===== config.mk =====
export PLATFORM = sky130hd
export DESIGN_NAME = servo_ramp_sequencer_flat
export DESIGN_NICKNAME = d
export VERILOG_FILES = /design/src/rtl/servo_ramp_sequencer_pkg.sv /design/src/rtl/servo_ramp_sequencer_if.sv /design/src/rtl/servo_ramp_sequencer_frame_tick_gen.sv /design/src/rtl/servo_ramp_sequencer.sv /design/src/flat_wrapper.sv
export SDC_FILE = /design/constraint.sdc
export NUM_CORES = 1
export LEC_CHECK = 0
export ABC_AREA = 1
export CAP_MARGIN = 20
export CORE_MARGIN = 8
export CORE_UTILIZATION = 30
export CTS_CLUSTER_SIZE = 24
export DETAILED_ROUTE_END_ITERATION = 8
export PLACE_DENSITY_LB_ADDON = 0.12
export RECOVER_POWER = 100
export SLEW_MARGIN = 20
export SYNTH_ARGS = -nofsm -noshare
export SYNTH_HDL_FRONTEND = slang
export SYNTH_HIERARCHICAL = 1
export SYNTH_SLANG_ARGS = --single-unit

===== constraint.sdc =====
create_clock -name clock -period 3.43 [get_ports clock]
set_clock_uncertainty 0.15 [all_clocks]
set_input_delay 0.8575 -clock clock [delete_from_list [all_inputs] [get_ports clock]]
set_output_delay 0.8575 -clock clock [all_outputs]
set_load 0.03 [all_outputs]

===== src/rtl/servo_ramp_sequencer_pkg.sv =====
// Shared types and constants for the servo ramp sequencer.
package servo_pkg;

  localparam int DUTY_W           = 8;
  localparam int RATE_W           = 4;
  localparam int DEF_FRAME_CYCLES = 1000000;
  localparam int DEF_RESET_DUTY   = 128;

  typedef enum logic [1:0] {
    ST_INIT,
    ST_IDLE,
    ST_RAMP,
    ST_DONE
  } state_e;

endpackage


===== src/rtl/servo_ramp_sequencer_if.sv =====
// Command handshake and servo-controller side of the ramp sequencer.
interface servo_ramp_sequencer_if;
  import servo_pkg::*;

  logic              cmd_valid;
  logic              cmd_ready;
  logic [DUTY_W-1:0] cmd_target;
  logic [RATE_W-1:0] cmd_rate;
  logic              abort;
  logic [DUTY_W-1:0] duty;
  logic              load;
  logic              busy;
  logic              done;

  modport master (
    output cmd_valid, cmd_target, cmd_rate, abort,
    input  cmd_ready, duty, load, busy, done
  );

  modport slave (
    input  cmd_valid, cmd_target, cmd_rate, abort,
    output cmd_ready, duty, load, busy, done
  );

endinterface


===== src/rtl/servo_ramp_sequencer_frame_tick_gen.sv =====
// Free-running frame counter; frame_tick marks the last cycle of each frame.
module frame_tick_gen
  import servo_pkg::*;
#(
  parameter int FRAME_CYCLES = DEF_FRAME_CYCLES
) (
  input  logic clock,
  input  logic reset_n,
  output logic frame_tick
);

  localparam int               CNT_W  = (FRAME_CYCLES > 1) ? $clog2(FRAME_CYCLES) : 1;
  localparam logic [CNT_W-1:0] LAST_C = CNT_W'(FRAME_CYCLES - 1);

  logic [CNT_W-1:0] cnt_q;
  logic [CNT_W-1:0] cnt_d;

  // Wrap back to zero after the last count of the frame.
  always_comb begin
    cnt_d = cnt_q + 1'b1;
    if (cnt_q == LAST_C) cnt_d = '0;
  end

  // Counter register.
  always_ff @(posedge clock or negedge reset_n) begin
    if (!reset_n) cnt_q <= '0;
    else          cnt_q <= cnt_d;
  end

  assign frame_tick = (cnt_q == LAST_C);

endmodule


===== src/rtl/servo_ramp_sequencer.sv =====
// Ramps a servo duty code toward a commanded target, one rate step per frame,
// strobing load to the servo controller the cycle after every duty update.
module servo_ramp_sequencer
  import servo_pkg::*;
#(
  parameter int FRAME_CYCLES = DEF_FRAME_CYCLES,
  parameter int RESET_DUTY   = DEF_RESET_DUTY
) (
  input  logic                   clock,
  input  logic                   reset_n,
  servo_ramp_sequencer_if.slave  bus
);

  localparam logic [DUTY_W-1:0] RST_DUTY_C = DUTY_W'(RESET_DUTY);

  // Next duty one step toward tgt; lands exactly on tgt when within rate,
  // so the result never wraps past either end of the duty range.
  function automatic logic [DUTY_W-1:0] ramp_step(
    input logic [DUTY_W-1:0] cur,
    input logic [DUTY_W-1:0] tgt,
    input logic [RATE_W-1:0] rate
  );
    logic signed [DUTY_W:0] diff;
    logic        [DUTY_W:0] mag;
    diff = $signed({1'b0, tgt}) - $signed({1'b0, cur});
    mag  = diff[DUTY_W] ? $unsigned(-diff) : $unsigned(diff);
    if (mag <= {{(DUTY_W + 1 - RATE_W){1'b0}}, rate})
      return tgt;
    else if (diff[DUTY_W])
      return cur - {{(DUTY_W - RATE_W){1'b0}}, rate};
    else
      return cur + {{(DUTY_W - RATE_W){1'b0}}, rate};
  endfunction

  state_e            state_q, state_d;
  logic [DUTY_W-1:0] duty_q, duty_d;
  logic              upd_q, upd_d;
  logic              load_q, load_d;
  logic [DUTY_W-1:0] target_q, target_d;
  logic [RATE_W-1:0] rate_q, rate_d;
  logic              frame_tick;

  frame_tick_gen #(
    .FRAME_CYCLES (FRAME_CYCLES)
  ) u_frame_tick_gen (
    .clock      (clock),
    .reset_n    (reset_n),
    .frame_tick (frame_tick)
  );

  // Next-state, duty update and load scheduling.
  always_comb begin
    state_d  = state_q;
    duty_d   = duty_q;
    target_d = target_q;
    rate_d   = rate_q;
    upd_d    = 1'b0;
    load_d   = upd_q;
    case (state_q)
      ST_INIT: begin
        load_d  = 1'b1;
        state_d = ST_IDLE;
      end
      ST_IDLE: begin
        if (bus.cmd_valid) begin
          target_d = bus.cmd_target;
          rate_d   = bus.cmd_rate;
          if (bus.cmd_rate == '0) begin
            duty_d  = bus.cmd_target;
            upd_d   = 1'b1;
            state_d = ST_DONE;
          end else if (bus.cmd_target == duty_q) begin
            state_d = ST_DONE;
          end else begin
            state_d = ST_RAMP;
          end
        end
      end
      ST_RAMP: begin
        // Abort takes priority over a coincident frame tick.
        if (bus.abort) begin
          state_d = ST_IDLE;
        end else if (frame_tick) begin
          duty_d = ramp_step(duty_q, target_q, rate_q);
          upd_d  = 1'b1;
          if (duty_d == target_q) state_d = ST_DONE;
        end
      end
      ST_DONE: begin
        state_d = ST_IDLE;
      end
      default: begin
        state_d = ST_INIT;
      end
    endcase
  end

  // Control and duty registers.
  always_ff @(posedge clock or negedge reset_n) begin
    if (!reset_n) begin
      state_q <= ST_INIT;
      duty_q  <= RST_DUTY_C;
      upd_q   <= 1'b0;
      load_q  <= 1'b0;
    end else begin
      state_q <= state_d;
      duty_q  <= duty_d;
      upd_q   <= upd_d;
      load_q  <= load_d;
    end
  end

  // Latched command; only meaningful once a handshake has loaded it.
  always_ff @(posedge clock) begin
    target_q <= target_d;
    rate_q   <= rate_d;
  end

  assign bus.duty      = duty_q;
  assign bus.load      = load_q;
  assign bus.busy      = (state_q == ST_RAMP);
  assign bus.done      = (state_q == ST_DONE);
  assign bus.cmd_ready = (state_q == ST_IDLE);

endmodule


===== src/flat_wrapper.sv =====
// flat-port wrapper written by rule: the top's interface ports become plain ports
module servo_ramp_sequencer_flat import servo_pkg::*;
#(
  parameter int FRAME_CYCLES = DEF_FRAME_CYCLES,
  parameter int RESET_DUTY   = DEF_RESET_DUTY
)
  (clock, reset_n, bus_cmd_valid, bus_cmd_target, bus_cmd_rate, bus_abort, bus_cmd_ready, bus_duty, bus_load, bus_busy, bus_done);
  servo_ramp_sequencer_if bus_i ();
  input  logic clock;
  input  logic reset_n;
  input wire logic [$bits(bus_i.cmd_valid)-1:0] bus_cmd_valid;
  input wire logic [$bits(bus_i.cmd_target)-1:0] bus_cmd_target;
  input wire logic [$bits(bus_i.cmd_rate)-1:0] bus_cmd_rate;
  input wire logic [$bits(bus_i.abort)-1:0] bus_abort;
  output wire logic [$bits(bus_i.cmd_ready)-1:0] bus_cmd_ready;
  output wire logic [$bits(bus_i.duty)-1:0] bus_duty;
  output wire logic [$bits(bus_i.load)-1:0] bus_load;
  output wire logic [$bits(bus_i.busy)-1:0] bus_busy;
  output wire logic [$bits(bus_i.done)-1:0] bus_done;
  assign bus_i.cmd_valid = bus_cmd_valid;
  assign bus_i.cmd_target = bus_cmd_target;
  assign bus_i.cmd_rate = bus_cmd_rate;
  assign bus_i.abort = bus_abort;
  assign bus_cmd_ready = bus_i.cmd_ready;
  assign bus_duty = bus_i.duty;
  assign bus_load = bus_i.load;
  assign bus_busy = bus_i.busy;
  assign bus_done = bus_i.done;
  servo_ramp_sequencer #(.FRAME_CYCLES(FRAME_CYCLES), .RESET_DUTY(RESET_DUTY)) u_core (.clock(clock), .reset_n(reset_n), .bus(bus_i));
endmodule

## Word-level counts from Yosys, hierarchy flattened

Cells that the tools add are included.

| word-level totals | value |
|---|---|
| flip-flop bits (word level) | 44 |
| word-level logic and storage cells | 57 |
| input port bits | 16 |

| operators by class | value |
|---|---|
| add/subtract/negate cells | 5 |
| magnitude comparators | 1 |
| equal/unequal tests | 12 |
| reductions and logical operators | 7 |
| muxes and demuxes | 25 |

Operators by type and width:

| operator | number |
|---|---|
| $mux W8 | 9 |
| $add A20 B1 Y20 const B | 1 |
| $eq A20 B20 Y1 const B | 1 |
| $mux W20 | 1 |
| $eq A8 B8 Y1 | 2 |
| $pmux W8 S2 | 1 |
| $mux W2 | 5 |
| $le A9 B4 Y1 | 1 |
| $mux W9 | 1 |
| $neg A9 Y9 | 1 |
| $sub A8 B8 Y9 | 1 |
| $add A8 B4 Y8 | 1 |
| $sub A8 B4 Y8 | 1 |
| $mux W1 | 6 |
| $ne A3 B2 Y1 const B | 2 |
| $pmux W2 S3 | 1 |
| $reduce_and A5 Y1 | 1 |
| $eq A2 B2 Y1 const B | 2 |
| $logic_not A4 Y1 | 1 |
| $ne A2 B1 Y1 const B | 2 |
| $ne A2 B2 Y1 const B | 2 |
| $reduce_and A3 Y1 | 1 |
| $eq A2 B1 Y1 const B | 1 |
| $logic_not A2 Y1 | 1 |
| other kinds (4) | 4 |

## Logic depth before layout (Yosys ltp)

Gate-level depths: netlist (run 1).

| depth | value |
|---|---|
| depth in word-level cells | 13 |
| depth in mapped cells | 28 |
| gate-level depth less buffers | 28 |

## Hierarchy

The synthesis (run 1) kept the hierarchy.

Modules (own cells, without submodules):

| module | area an instance (um2) | times used | cells each |
|---|---|---|---|
| servo_ramp_sequencer | 2397.3 | 1 | 339 |
| frame_tick_gen | 1204.9 | 1 | 162 |

## Worst setup path before layout (run 1)

Ideal clock, no wire load.

| timing | value |
|---|---|
| kind | reg2reg |
| start point | reg u_core.duty_q[0] (netlist: u_core/bus.duty[0]) |
| end point | reg u_core.state_q[0] |
| setup time | 0.117 ns |
| clock period less this slack | 3.796 ns |
| data arrival time | 3.530 ns |
| setup slack | -0.366 ns |
| required time | 3.163 ns |
| buffers on the path | 0 |
| cell stages (with the launch flop) | 27 |
| path through | dfrtp_1 > ha_1 > fa_1 > inv_1 > nand2_2 > nand2_2 > nand3_1 > nand2_2 > nand2_1 > xor2_1 > ha_1 > nand2_1 > o21ai_0 > a21oi_1 > o21ai_0 > xnor2_1 > inv_1 > nand3_1 > nand2_1 > nor2_1 > nand2_1 > nor2_1 > nand2_1 > nand2_2 > nand2_2 > nand2_1 > nand2_1 |

| on the way | value |
|---|---|
| word-level cells in the longest chain between the ends | 11 |
| elaborated cells on any way between the ends | 19 |

Ends and longest elaborated chain:

| what | RTL line | text |
|---|---|---|
| start: declaration | servo_ramp_sequencer.sv:36 | `logic [DUTY_W-1:0] duty_q, duty_d;` |
| start signal: assignment | servo_ramp_sequencer.sv:107 | `duty_q <= duty_d;` |
| $sub A8 B8 Y9 | servo_ramp_sequencer.sv:25 | `diff = $signed({1'b0, tgt}) - $signed({1'b0, cur});` |
| $neg A9 Y9 | servo_ramp_sequencer.sv:26 | `mag = diff[DUTY_W] ? $unsigned(-diff) : $unsigned(diff);` |
| $mux W9 | servo_ramp_sequencer.sv:26 |  |
| $le A9 B4 Y1 | servo_ramp_sequencer.sv:27 | `if (mag <= {{(DUTY_W + 1 - RATE_W){1'b0}}, rate})` |
| $mux W8 | servo_ramp_sequencer.sv:27 |  |
| $mux W8 | servo_ramp_sequencer.sv:83 | `end else if (frame_tick) begin` |
| $mux W8 | servo_ramp_sequencer.sv:81 | `if (bus.abort) begin` |
| $mux W8 | servo_ramp_sequencer.sv:59 | `case (state_q)` |
| $eq A8 B8 Y1 | servo_ramp_sequencer.sv:86 | `if (duty_d == target_q) state_d = ST_DONE;` |
| $ne A3 B2 Y1 (no line) | - |  |
| $reduce_and A3 Y1 (no line) | - |  |
| end signal: assignment | servo_ramp_sequencer.sv:106 | `state_q <= state_d;` |
| end: declaration | servo_ramp_sequencer.sv:35 | `state_e state_q, state_d;` |

Parallel ways exist; a longest one is shown, timed or not. The select of a mux whose other input is x is not followed.
A chain may end at the register's enable or synchronous reset.

## Worst setup path in the final report (run 1)

| timing | value |
|---|---|
| start point | reg u_core.duty_q[0] (netlist: u_core/bus.duty[0]) |
| end point | reg u_core.state_q[1] |

| on the way | value |
|---|---|
| word-level cells in the longest chain between the ends | 11 |
| elaborated cells on any way between the ends | 14 |

Ends and longest elaborated chain:

| what | RTL line |
|---|---|
| $sub A8 B8 Y9 | servo_ramp_sequencer.sv:25 |
| $neg A9 Y9 | servo_ramp_sequencer.sv:26 |
| $mux W9 | servo_ramp_sequencer.sv:26 |
| $le A9 B4 Y1 | servo_ramp_sequencer.sv:27 |
| $mux W8 (*) | servo_ramp_sequencer.sv:27 |
| $mux W8 (*) | servo_ramp_sequencer.sv:83 |
| $mux W8 (*) | servo_ramp_sequencer.sv:81 |
| $mux W8 (*) | servo_ramp_sequencer.sv:59 |
| $eq A8 B8 Y1 (*) | servo_ramp_sequencer.sv:86 |
| $ne A3 B2 Y1 (no line) (*) | - |
| $reduce_and A3 Y1 (no line) (*) | - |

Every way passes the cells marked *; elsewhere a longest branch is shown, timed or not. The select of a mux whose other input is x is not followed.

==> reports/metrics.yaml, run 1 <==
status:
  status: "complete, but fails checks"
  violations: "max-capacitance violations, max-slew violations, negative setup slack"
synth:
  synth_area_per_cell_sq_um: 7.19
  syn_area_sq_mm: 0.00360
  ys_types: 41
  synth.most_common_cell: "nand2_1"
  synthTopCellsByArea: "dfrtp_1 22%, nand2_1 11%, edfxtp_1 10%"
  synth_top_area_frac: 0.215
  synth-main-ff-cell: "dfrtp_1"
  netlist_instances: 501
  synth_warnings: 6
  ys_ff_latch: 44
  synth_edf_count: 12
  seq_area_frac_synth: 0.323
  synthArstFlopShare: 0.727
  yosysTopAreaCell: "dfrtp_1"
  synth_fp_nets: 546
  ys_top_cells_by_count: "108 x nand2_1, 84 x inv_1, 58 x nor2_1"
worst_setup_path:
  required_ps: 3460
  cp.arrival_ps: 3860
  startpoint_type: "flip-flop"
  end_kind: "flip-flop"
  critical_path.max_fanout: 6
  r2r_slack_ps: -400
  path_class: "reg2reg"
floorplan:
  fp.dieW_um: 126
  rows: 40
  dieArea_sq_mm: 0.0158
  pin_count: 28
  core_sq_mm: 0.0119
  initial_core_util: 0.304
  fp.dieH_um: 126
job:
  max_cap_viol_count: 1
routing:
  vias: 3568
  wl_per_cell_um: 14.2
  drt-initial-drc-count: 172
  drt-total-wl_um: 10900
  avgViaCountPerCell: 4.66
  dr.pass1.iters: 4
  ant_nets: 0
  drc_errors: 0
global_route:
  antenna_found_initial: 1
  grt_pass1_vias: 3614
  grt_max_degree: 33
  grt_usage: 0.141
  overflow: 0
  grt_pass1_wl_um: 18100
sta:
  slew_violations: 33
  setup_viol: 10
  tightest_slew_ps: 1800
  hold_viol: 0
  rsz0062_at_grt: "yes"
  finalCriticalPeriod_ps: 3830
  timing.final.ws_setup_ps: -401
  relSlewSlack: -0.201
  whs_ps: 284
  max_clock_freq_mhz: 261
  fin_crit_sh: 1.12
clocking:
  numCtsBuffers: 5
  clockBufferDepth: 2
  clk_pin_slew_ps: 70
  cts_tree: "yes"
  cts_hold_buffers: 0
  cts_sinks: 44
  htreeDepth: 2
  clk_latency_ps: 290
  cts_root_buffer: "clkbuf_16"
layout:
  fin_util: 0.424
  drive_above_1_share: 0.248
  final_cell_count_no_fill: 766
  area_delta_synth_final_pct: 39.5
  final_nets: 662
placement:
  dp_hpwl_um: 8390
  port_buffers: 27
  dp.cells: 737
  routabilityCongestion: 0.865
worst_hold_path:
  hold_class: "reg2reg"
## state kept, by name, summed over array words and instances, names as in the netlist
name and flops:
u_core/bus.load 1, u_core/bus.duty 8, u_core/u_frame_tick_gen/cnt_q 20, u_core/state_q 2, u_core/rate_q 4, u_core/target_q 8
u_core/upd_q 1
## area by class of cell
cell class | count | area [sq um]
clock inverters | 3 | 46.3
well taps | 147 | 184
diodes | 1 | 2.50
flip-flops and latches | 44 | 1170
multi-input cells | 370 | 2250
fillers | 1223 | 6840
inverters | 86 | 325
clock buffers | 5 | 125
repair buffers | 110 | 921
## worst max-delay path, cell delays in order (launching register included)
cell and delay [ps]:
dfrtp_2 420, ha_4 170, fa_2 340, inv_2 60
nand2_2 60, nand2_2 90, nand3_2 80, nand2_4 120
inv_4 60, nand2_2 60, o21ai_2 60, ha_1 320
a21oi_2 130, o21ai_1 70, o21ai_1 140, nand2_1 140
nor2_4 190, buf_12 130, nand3_2 140, nand3_1 170
nand3_1 100, nor2_1 160, nand2_1 90, nand2_2 80
nand2_2 60, nand2_2 60, nand2_1 50
## metrics by stage
step / cell area (sq um) / worst slack [ps] / setup TNS, ps
after floorplan: 3640 / -46.9 / -93.8
after global placement: 4570 / -497 / -2740
after detailed placement: 4570 / -434 / -2270
after CTS: 4990 / -222 / -1320
after global routing: 5020 / -667 / -4700
final: 5020 / -401 / -2110
## repair_timing
action / in CTS / in global routing
pin swaps: 22 / 15
endpoints found under the hold margin: 0 / 0
endpoints found under the setup margin: 10 / 10
gates resized for setup: 36 / 11
gates cloned: 3 / 0
buffers inserted: 12 / 5
## final timing paths
path	start	endpoint	cells past startpoint
worst max-delay path	u_core/bus.duty[0]$_DFFE_PN0P_	u_core/state_q[1]$_DFFE_PN0P_	26
worst min-delay path	u_core/upd_q$_DFF_PN0_	u_core/bus.load$_DFF_PN0_	1
worst max register to register	u_core/bus.duty[0]$_DFFE_PN0P_	u_core/state_q[1]$_DFFE_PN0P_	26
worst min register to register	u_core/upd_q$_DFF_PN0_	u_core/bus.load$_DFF_PN0_	1
max in group asynchronous	reset_n	u_core/bus.duty[0]$_DFFE_PN0P_	2
min in group asynchronous	reset_n	u_core/bus.duty[5]$_DFFE_PN0P_	2
## cells by family after synthesis
family / count (synthesis) / synth area share
compound gates: 61 / 0.0941
fa+ha+maj: 29 / 0.105
xor+xnor: 23 / 0.0559
buf+inv: 90 / 0.0962
simple gates: 254 / 0.326
flops: 44 / 0.323
## cells in the final DEF, fill, tap and decap left out, drive strengths merged
| cell | instances |
|---|---|
| a21oi | 15 |
| clkbuf | 6 |
| ha | 27 |
| buf | 82 |
| clkinvlp | 1 |
| and3 | 1 |
| edfxtp | 12 |
| clkdlybuf4s50 | 1 |
| xnor2 | 9 |
| o21bai | 1 |
| xor2 | 14 |
| dlygate4sd3 | 26 |
| diode | 1 |
| nor4 | 2 |
| nand3 | 48 |
| fa | 2 |
| dfstp | 1 |
| bufinv | 1 |
| nor2 | 68 |
| a21boi | 2 |
| nand4 | 8 |
| and2 | 1 |
| dfrtp | 31 |
| nand3b | 3 |
| o31ai | 1 |
| a211oi | 1 |
| nor3 | 4 |
| nand2 | 119 |
| o21ai | 33 |
| inv | 87 |
| or2 | 3 |
| o22ai | 5 |
| o211ai | 3 |
## per-layer routing
layer | vias up | wire length, um | share of wire | GRT usage
li1 | 1847 | - | - | -
met1 | 1661 | 5040 | 0.46 | 0.171
met2 | 50 | 5290 | 0.49 | 0.247
met3 | 10 | 405 | 0.037 | 0.0340
met4 | 0 | 153 | 0.014 | 0.0322
met5 | - | 0 | 0 | 0
Power of run 1 is left out: the tool's default activity adds up to more than one toggle a clock period on the data nets, which glitch-free logic cannot reach.
==> run 2, diff against run 1 <==
CAP_MARGIN = 10   (was 20)
PLACE_DENSITY_LB_ADDON = default   (was 0.12)
==> reports/metrics.yaml, run 2 (synthesis gave the netlist of run 1 again) <==
sta:
  tightest_slew_ps: 1760  # was 1800 ps
  timing.final.ws_setup_ps: -318  # was -401 ps
  rsz0062_at_grt: "yes"  # unchanged
  max_clock_freq_mhz: 267  # was 261 MHz
  hold_viol: 0  # unchanged
  relSlewSlack: -0.172  # was -0.201
  fin_crit_sh: 1.09  # was 1.12
  finalCriticalPeriod_ps: 3750  # was 3830 ps
  slew_violations: 33  # unchanged
  setup_viol: 10  # unchanged
routing:
  wl_per_cell_um: 13.5  # was 14.2 um
  dr.pass1.iters: 5  # was 4
  drt-total-wl_um: 10200  # was 10,900 um
  avgViaCountPerCell: 4.74  # was 4.66
  drc_errors: 0  # unchanged
  drt-initial-drc-count: 152  # was 172
  ant_nets: 0  # unchanged
  vias: 3583  # was 3,568
clocking:
  cts_tree: "yes"  # unchanged
  clk_pin_slew_ps: 70  # about the same
  cts_sinks: 44  # unchanged
  cts_root_buffer: "clkbuf_16"  # unchanged
  numCtsBuffers: 5  # unchanged
  clockBufferDepth: 2  # unchanged
  htreeDepth: 2  # unchanged
  clk_latency_ps: 280  # was 290 ps
status:
  violations: "max-capacitance violations, max-slew violations, negative setup slack"  # unchanged
  status: "complete, but fails checks"  # unchanged
worst_setup_path:
  reg2reg_to: "u_core/state_q[0]$_DFFE_PN0P_"  # was u_core/state_q[1]$_DFFE_PN0P_
  end_kind: "flip-flop"  # unchanged
  regToRegStartpoint: "u_core/target_q[0]$_DFFE_PP_"  # was u_core/bus.duty[0]$_DFFE_PN0P_
  crit_path_end: "u_core/state_q[0]$_DFFE_PN0P_"  # was u_core/state_q[1]$_DFFE_PN0P_
  critical_path.max_fanout: 6  # unchanged
  cp.arrival_ps: 3770  # was 3860 ps
  path_class: "reg2reg"  # unchanged
  critPathLaunch: "u_core/target_q[0]$_DFFE_PP_"  # was u_core/bus.duty[0]$_DFFE_PN0P_
  required_ps: 3460  # about the same
  startpoint_type: "flip-flop"  # unchanged
  r2r_slack_ps: -320  # was -400 ps
  slowest_delay_ps: 380  # was 420 ps
  cp_common_cell: "nand2_1"  # was nand2_2
  ff2ff_path_depth: 28  # was 26
  slowest_stage: "edfxtp_1"  # was dfrtp_2
layout:
  final_nets: 653  # was 662
  area_delta_synth_final_pct: 39.0  # was 39.5%
  layout_common_cells: "103 x nand2_1, 80 x inv_1, 65 x buf_4, 57 x nor2_1, 38 x nand3_1"  # was 103 x nand2_1, 83 x inv_1, 76 x buf_4, 56 x nor2_1, 37 x nand3_1
  drive_above_1_share: 0.241  # was 0.248
  diodes: 0  # was 1
  fill_cells: 1161  # was 1,223
  final_common_cell: "nand2_1"  # unchanged
  top_register: "u_core/u_frame_tick_gen/cnt_q"  # unchanged
  fin_util: 0.422  # was 0.424
  largest_reg_flops: 20  # unchanged
floorplan:
  rows: 40  # unchanged
  dieArea_sq_mm: 0.0158  # unchanged
  initial_core_util: 0.304  # unchanged
  pin_count: 28  # unchanged
  fp.dieH_um: 126  # unchanged
  fp.dieW_um: 126  # unchanged
  core_sq_mm: 0.0119  # unchanged
global_route:
  antenna_found_initial: 0  # was 1
  grt_pass1_vias: 3503  # was 3,614
  overflow: 0  # unchanged
  grt_pass1_wl_um: 16600  # was 18,100 um
  grt_usage: 0.128  # was 0.141
  grt_max_degree: 33  # unchanged
placement:
  port_buffers: 27  # unchanged
  dp_hpwl_um: 7680  # was 8390 um
  routabilityCongestion: 0.858  # was 0.865
job:
  max_cap_viol_count: 1  # unchanged
worst_hold_path:
  hold_class: "reg2reg"  # unchanged
[run 2: cell count changes in the layout (fill, tap and decap cells not counted), sizes merged]
cell / change
nand3: -1
buf: -8
inv: +1
clkinvlp: -1
diode: -1
[run 2: metrics by stage]
step	setup TNS, ps	hold WS, ps	setup slack, ps	cells	cell area [sq um]
after floorplan	-93.8	260	-46.9	501	3640
after global placement	-1830	269	-412	725	4480
after detailed placement	-1940	277	-413	725	4480
after CTS	-914	296	-209	747	4870
after global routing	-4210	324	-590	756	5010
final	-2500	290	-318	756	5010
[run 2: layout make-up]
cell class	count	area (sq um)	area share
clock buffers	5	125	0.0250
clock inverters	3	45.0	0.00899
inverters	86	325	0.0650
multi-input cells	369	2290	0.457
flip-flops and latches	44	1170	0.233
well taps	147	184	0.0367
repair buffers	102	872	0.174
[run 2: what timing repair did]
item,in CTS,in global routing
setup endpoints to repair,10,10
gates resized for setup,34,27
setup buffers,13,9
pin swaps,16,11
endpoints found under the hold margin,0,0
hold buffers,0,0
gates cloned,2,0
[run 2: worst min path at each step]
stage	to	depth (start not counted)	slack, ps	from
after floorplan	u_core/bus.load$_DFF_PN0_	1	260	u_core/upd_q$_DFF_PN0_
final	u_core/bus.load$_DFF_PN0_	1	290	u_core/upd_q$_DFF_PN0_
after CTS	u_core/bus.load$_DFF_PN0_	1	300	u_core/upd_q$_DFF_PN0_
after global placement	u_core/bus.load$_DFF_PN0_	1	270	u_core/upd_q$_DFF_PN0_
after global routing	u_core/bus.load$_DFF_PN0_	1	320	u_core/upd_q$_DFF_PN0_
after detailed placement	u_core/bus.load$_DFF_PN0_	1	280	u_core/upd_q$_DFF_PN0_
[run 2: per-layer routing]
layer / up-vias / GRT usage / wire [um]
met5: - / 0 / 0
met3: 8 / 0.0149 / 353
met2: 70 / 0.243 / 5360
met4: 0 / 0.0358 / 150
met1: 1677 / 0.147 / 4370
li1: 1828 / - / -
[run 2: worst max-delay path, delay by kind of cell, from the launching register on]
kind	cells	cell delay, ps
xor+xnor	1	120
compound gates	4	390
flops	1	380
simple gates	17	1530
buf+inv	3	250
fa+ha+maj	3	830
Power of run 2 is left out for the same reason.
==> run 3, diff against run 2 <==
clock period = 3.73 ns   (was 3.43 ns; I/O delays follow)
==> reports/metrics.yaml, run 3 (synthesis gave the netlist of run 1 again) <==
worst_hold_path:
  min_from: "u_core/upd_q$_DFF_PN0_"  # unchanged
  hold_class: "reg2reg"  # unchanged
sta:
  rsz0062_at_grt: "yes"  # unchanged
  tightest_slew_ps: 1760  # about the same
  fin_crit_sh: 1.01  # was 1.09
  setup_viol: 2  # was 10
  max_clock_freq_mhz: 265  # was 267 MHz
  relSlewSlack: -0.171  # was -0.172
  finalSetupTns_ps: -80.1  # was -2500 ps
  finalCriticalPeriod_ps: 3770  # was 3750 ps
  slew_violations: 33  # unchanged
  timing.final.ws_setup_ps: -40.8  # was -318 ps
  hold_viol: 0  # unchanged
routing:
  wl_per_cell_um: 13.6  # was 13.5 um
  dr.pass1.iters: 5  # unchanged
  drt-total-wl_um: 9910  # was 10,200 um
  drt-initial-drc-count: 93  # was 152
  vias: 3476  # was 3,583
  ant_nets: 0  # unchanged
  avgViaCountPerCell: 4.76  # was 4.74
  drc_errors: 0  # unchanged
layout:
  layout_common_cells: "103 x nand2_1, 82 x inv_1, 57 x nor2_1, 45 x buf_4, 38 x nand3_1"  # was 103 x nand2_1, 80 x inv_1, 65 x buf_4, 57 x nor2_1, 38 x nand3_1
  drive_above_1_share: 0.185  # was 0.241
  area_delta_synth_final_pct: 31.1  # was 39.0%
  final_nets: 627  # was 653
  largest_reg_flops: 20  # unchanged
  top_register: "u_core/u_frame_tick_gen/cnt_q"  # unchanged
  final_common_cell: "nand2_1"  # unchanged
  diodes: 0  # unchanged
global_route:
  grt_pass1_vias: 3554  # was 3,503
  overflow: 0  # unchanged
  antenna_found_initial: 0  # unchanged
  grt_pass1_wl_um: 16600  # about the same
  grt_max_degree: 33  # unchanged
  grt_usage: 0.128  # about the same
worst_setup_path:
  path_class: "reg2reg"  # unchanged
  crit_path_end: "u_core/state_q[0]$_DFFE_PN0P_"  # unchanged
  r2r_slack_ps: -40  # was -320 ps
  startpoint_type: "flip-flop"  # unchanged
  end_kind: "flip-flop"  # unchanged
  slowest_delay_ps: 370  # was 380 ps
  slowest_stage: "edfxtp_1"  # unchanged
  cp.arrival_ps: 3800  # was 3770 ps
  critPathLaunch: "u_core/target_q[0]$_DFFE_PP_"  # unchanged
  critical_path.max_fanout: 5  # was 6
  regToRegStartpoint: "u_core/target_q[0]$_DFFE_PP_"  # unchanged
  ff2ff_path_depth: 28  # unchanged
  required_ps: 3760  # was 3460 ps
  reg2reg_to: "u_core/state_q[0]$_DFFE_PN0P_"  # unchanged
  cp_common_cell: "nand2_2"  # was nand2_1
floorplan:
  fp.dieH_um: 126  # unchanged
  initial_core_util: 0.304  # unchanged
  dieArea_sq_mm: 0.0158  # unchanged
  rows: 40  # unchanged
  core_sq_mm: 0.0119  # unchanged
  pin_count: 28  # unchanged
  fp.dieW_um: 126  # unchanged
clocking:
  clk_pin_slew_ps: 70  # about the same
  cts_tree: "yes"  # unchanged
  clk_latency_ps: 280  # about the same
  numCtsBuffers: 5  # unchanged
  cts_root_buffer: "clkbuf_16"  # unchanged
  clockBufferDepth: 2  # unchanged
  htreeDepth: 2  # unchanged
  cts_sinks: 44  # unchanged
placement:
  dp_hpwl_um: 7630  # was 7680 um
  routabilityCongestion: 0.901  # was 0.858
  pre_cts_ws_ps: -157  # was -413 ps
  port_buffers: 27  # unchanged
job:
  max_cap_viol_count: 1  # unchanged
status:
  violations: "max-capacitance violations, max-slew violations, negative setup slack"  # unchanged
  status: "complete, but fails checks"  # unchanged
run 3: cell count changes in the layout (fill, tap and decap cells not counted), moves of 2 or more:
cell,before,now
a21oi_1,11,13
a21oi_2,4,2
buf_4,65,45
buf_6,8,2
dfrtp_1,28,31
dfrtp_2,3,0
ha_4,4,2
inv_1,80,82
inv_4,2,0
o21ai_0,12,17
o21ai_1,16,14
o21ai_2,5,2
run 3: per-layer routing:
metal  routed length [um]  share of wire  track usage
met1                 4290           0.43        0.148
met2                 5270           0.53        0.237
met3                  242          0.024       0.0174
met4                  111          0.011       0.0387
met5                    0              0            0
run 3: area by class of cell:
type | count | area [sq um]
Clock inverter | 3 | 46.3
Tap cell | 147 | 184
Fill cell | 1214 | 7140
Clock buffer | 5 | 125
Sequential cell | 44 | 1160
Timing Repair Buffer | 76 | 654
Inverter | 86 | 323
Multi-Input combinational cell | 369 | 2230
run 3: how the worst min path moves through the flow:
stage                           endpoint  slack [ps]  depth (start not counted)
2_1_floorplan  u_core/bus.load$_DFF_PN0_         260                          1
3_3_place_gp   u_core/bus.load$_DFF_PN0_         270                          1
3_5_place_dp   u_core/bus.load$_DFF_PN0_         270                          1
4_1_cts        u_core/bus.load$_DFF_PN0_         290                          1
5_1_grt        u_core/bus.load$_DFF_PN0_         320                          1
6_report       u_core/bus.load$_DFF_PN0_         290                          1
run 3: stage by stage:
stage / cell area (sq um) / hold WS (ps) / instances / util
floorplan: 3600 / 260 / 501 / -
global placement: 4330 / 267 / 710 / 0.365
detailed placement: 4330 / 273 / 710 / 0.365
CTS: 4610 / 289 / 724 / 0.389
global route: 4720 / 316 / 730 / 0.398
finish: 4720 / 292 / 730 / 0.398
run 3: critical path: cells and delay by family, from the launching register on:
kind,cells,cell delay [ps]
buffers and inverters,4,350
XOR/XNOR,2,360
AND/OR/NAND/NOR,15,1060
flip-flops,1,370
AO/OA/AOI/OAI,4,500
adder cells (fa/ha/maj),3,870
run 3: what timing repair did:
| action | CTS | global route |
|---|---|---|
| endpoints found under the setup margin | 3 | 7 |
| pin swaps | 8 | 17 |
| setup buffers | 4 | 6 |
| resized for setup | 19 | 29 |
| hold buffers | 0 | 0 |
| gates cloned | 2 | 0 |
Power of run 3 is left out for the same reason.
==> patch 1: new RTL, config.mk and constraints of run 2 <==
One comparison of `cnt_q` changes from == to >=.
--- a/src/rtl/servo_ramp_sequencer_frame_tick_gen.sv
+++ b/src/rtl/servo_ramp_sequencer_frame_tick_gen.sv
@@ -28,5 +28,5 @@
   end
 
-  assign frame_tick = (cnt_q == LAST_C);
+  assign frame_tick = (cnt_q >= LAST_C);
 
 endmodule
Formal check against the unedited RTL: same outputs for any inputs over 10 cycles, from zero or initial values and one cycle with reset_n low; that may be too few to reach the edited logic, so the function may still have changed.
==> patch 1 against run 2 <==
The run still ends with max-capacitance violations, max-slew violations, negative setup slack left; worst setup slack gained 0.10 ns; routed wire length is 1.4% lower; sequential cell count stayed put; count of clock-buffer cells in the layout up 1; design area shrank 2.2%; area after synthesis down 1.0%; highest routed layer unchanged.
Power is not shown: default switching activity piles up to over one toggle a cycle in this logic, so the estimate is an artifact.
==> patch 1: results <==
export IMPL_status="finished, violations left"
export IMPL_violations="max-capacitance violations, max-slew violations, negative setup slack"
export IMPL_grt_pass1_vias=3560
export IMPL_place_inst=728
export IMPL_syn_area_per_cell_um2=7.115
export IMPL_drtIter0Drc=140
export IMPL_finalSetupViolCount=8
export IMPL_place_ws_ns=-0.3891
export IMPL_routed_wl_mm=10.09
export IMPL_dp_hpwl_mm=7.712
export IMPL_gp_congestion=0.8874
export IMPL_cts_setup_buffers=9
export IMPL_drive_gt1_frac=0.2253
export IMPL_instances_no_fill=755
export IMPL_synth_area_top_cells="dfrtp_1, nand2_1, edfxtp_1"
export IMPL_slowest_stage="fa_2"
export IMPL_synth_cell_type_count=38
export IMPL_async_reset_ff_frac=0.7273
export IMPL_maxCapViolations=1
export IMPL_drv_slew=33
export IMPL_grt_pass1_wl_mm=16.90
export IMPL_clk_pin_slew_ns=0.07
export IMPL_seq_area_frac_synth=0.3261
export IMPL_nFillCells=1183
export IMPL_track_usage=0.1304
export IMPL_crit_fanout=3
export IMPL_cts_max_level=2
export IMPL_setup_ws_ns=-0.2149
export IMPL_arrival_ns=3.67
export IMPL_ctsResizeCount=33
export IMPL_vias_per_cell=4.717
export IMPL_yosys_warnings=6
export IMPL_max_stage_delay_ns=0.47
export IMPL_grt_max_degree=33
export IMPL_relSlewSlack=-0.2272
export IMPL_ys_top_cells_by_count="nand2_1, inv_1, nor2_1"
export IMPL_fin_nets=652
export IMPL_placed_cell_area_um2=4462
export IMPL_synth_edff_count=12
export IMPL_fin_tns_setup_ns=-0.9019
export IMPL_cts_buffer_depth=2
export IMPL_whs_ns=0.2872
==> patch 1: final timing paths <==
| check | from | end | cells after the start |
|---|---|---|---|
| min in group asynchronous | reset_n | u_core/u_frame_tick_gen/cnt_q[16]$_DFF_PN0_ | 2 |
| max in group asynchronous | reset_n | u_core/bus.duty[0]$_DFFE_PN0P_ | 2 |
| worst min-delay path | u_core/upd_q$_DFF_PN0_ | u_core/bus.load$_DFF_PN0_ | 1 |
| worst max-delay path | u_core/target_q[0]$_DFFE_PP_ | u_core/state_q[0]$_DFFE_PN0P_ | 24 |
| worst max register to register | u_core/target_q[0]$_DFFE_PP_ | u_core/state_q[0]$_DFFE_PN0P_ | 24 |
| worst min register to register | u_core/upd_q$_DFF_PN0_ | u_core/bus.load$_DFF_PN0_ | 1 |
==> patch 1: cells by family (layout without fill, tap and decap cells) <==
logic type	count (synthesis)	in the layout	share of synthesized area
AND/OR/NAND/NOR	247	249	0.3082
buffers and inverters	93	198	0.1004
AO/OA/AOI/OAI	63	63	0.09793
flip-flops	44	44	0.3261
adder cells (fa/ha/maj)	29	29	0.1060
XOR/XNOR	25	25	0.06143
==> patch 1: layout make-up <==
class	instances	area [um2]	area share
multi-input cells	366	2203	0.4500
clock buffers	6	150.1	0.03067
inverters	89	336.6	0.06875
repair buffers	101	840.8	0.1717
well taps	147	183.9	0.03757
flip-flops and latches	44	1166	0.2382
clock inverters	2	15.01	0.003067
==> patch 1: layer usage <==
layer,global-route usage,up-vias,part of all wire,wire length [um]
met5,0,-,0,0
met4,0.03725,0,0.020,202
met3,0.01615,18,0.041,416
met2,0.2365,76,0.50,5082
met1,0.1578,1646,0.43,4390
li1,-,1821,-,-
==> patch 2: new RTL, config.mk and constraints of run 2 <==
Made on the original files. The package constant `RATE_W` goes from 4 to 6.
--- a/src/rtl/servo_ramp_sequencer_pkg.sv
+++ b/src/rtl/servo_ramp_sequencer_pkg.sv
@@ -3,5 +3,5 @@
 
   localparam int DUTY_W           = 8;
-  localparam int RATE_W           = 4;
+  localparam int RATE_W           = 6;
   localparam int DEF_FRAME_CYCLES = 1000000;
   localparam int DEF_RESET_DUTY   = 128;
Ports: changed (resized bus_cmd_rate); port bits go from 28 to 30. No check against the original RTL was run, so the function may have changed too.
==> patch 2 against run 2 <==
The run still ends with max-capacitance violations, max-slew violations, negative setup slack left; die area grew 7.7%; largest cell class unchanged; routed wire length grew 7.1%; non-clock buffer count grew 14; design area grew 11%; worst setup slack lost 0.042 ns; sequential cell count grew 2; area after synthesis grew 8.9%.
Power is left out: the tool's default activity adds up to more than one toggle a clock period on the data nets, which glitch-free logic cannot reach.
==> patch 2: results <==
export IMPL_instances_no_fill=833
export IMPL_met2_length_mm=5.946
export IMPL_port_buffers=29
export IMPL_ys_top_cells_by_count="nand2_1, inv_1, nor2_1"
export IMPL_track_usage=0.1329
export IMPL_async_reset_ff_frac=0.6957
export IMPL_slowest_stage="dfrtp_2"
export IMPL_place_ws_ns=-0.4403
export IMPL_fin_nets=708
export IMPL_fin_area_um2=5542
export IMPL_post_drt_wl_per_cell_um=13.16
export IMPL_setup_ws_ns=-0.3595
export IMPL_synth_area_top_cells="dfrtp_1, nand2_1, edfxtp_1"
export IMPL_relSlewSlack=-0.2151
export IMPL_violations="max-capacitance violations, max-slew violations, negative setup slack"
export IMPL_wl_met3_um=369
export IMPL_r2r_slack_ns=-0.36
export IMPL_maxCapViolations=1
export IMPL_drv_slew=33
export IMPL_seq_area_frac_synth=0.3116
export IMPL_vias_per_cell=4.607
export IMPL_cts_setup_buffers=5
export IMPL_drtIter0Drc=126
export IMPL_placed_cell_area_um2=5056
export IMPL_status="finished, violations left"
export IMPL_nFillCells=1251
export IMPL_drive_gt1_frac=0.2980
export IMPL_met3_usage=0.01510
export IMPL_ctsResizeCount=33
export IMPL_finalSetupViolCount=10
export IMPL_r2r_start="u_core/bus.duty[0]$_DFFE_PN0P_"
[patch 2: cell types whose count changed in the layout (fill, tap and decap cells not counted), sizes merged, moves of 3 or more]
cell and change:
nand2 +11, xnor2 -4, o21ai +3, a21oi +5
nand3 +3, buf +12, inv +6, o211ai -3
xor2 +10
[patch 2: cell families (layout without fill, tap and decap cells)]
kind of cell               Yosys count  count (layout)  share of synthesized area
AOI/OAI and AO/OA                   69              69                    0.09889
xor gates and xnor gates            29              29                    0.06475
adders and majority gates           30              30                    0.09952
buffers and inverters               99             218                    0.09952
DFF                                 46              46                     0.3116
and+or+nand+nor                    269             269                     0.3257
[patch 2: final cells by class]
| class | count | share of cell area |
|---|---|---|
| multi-input combinational | 397 | 0.4649 |
| inverter | 94 | 0.06503 |
| clock buffer | 5 | 0.02258 |
| clock inverter | 3 | 0.004290 |
| tap | 172 | 0.03883 |
| timing repair buffer | 116 | 0.1824 |
| sequential | 46 | 0.2219 |
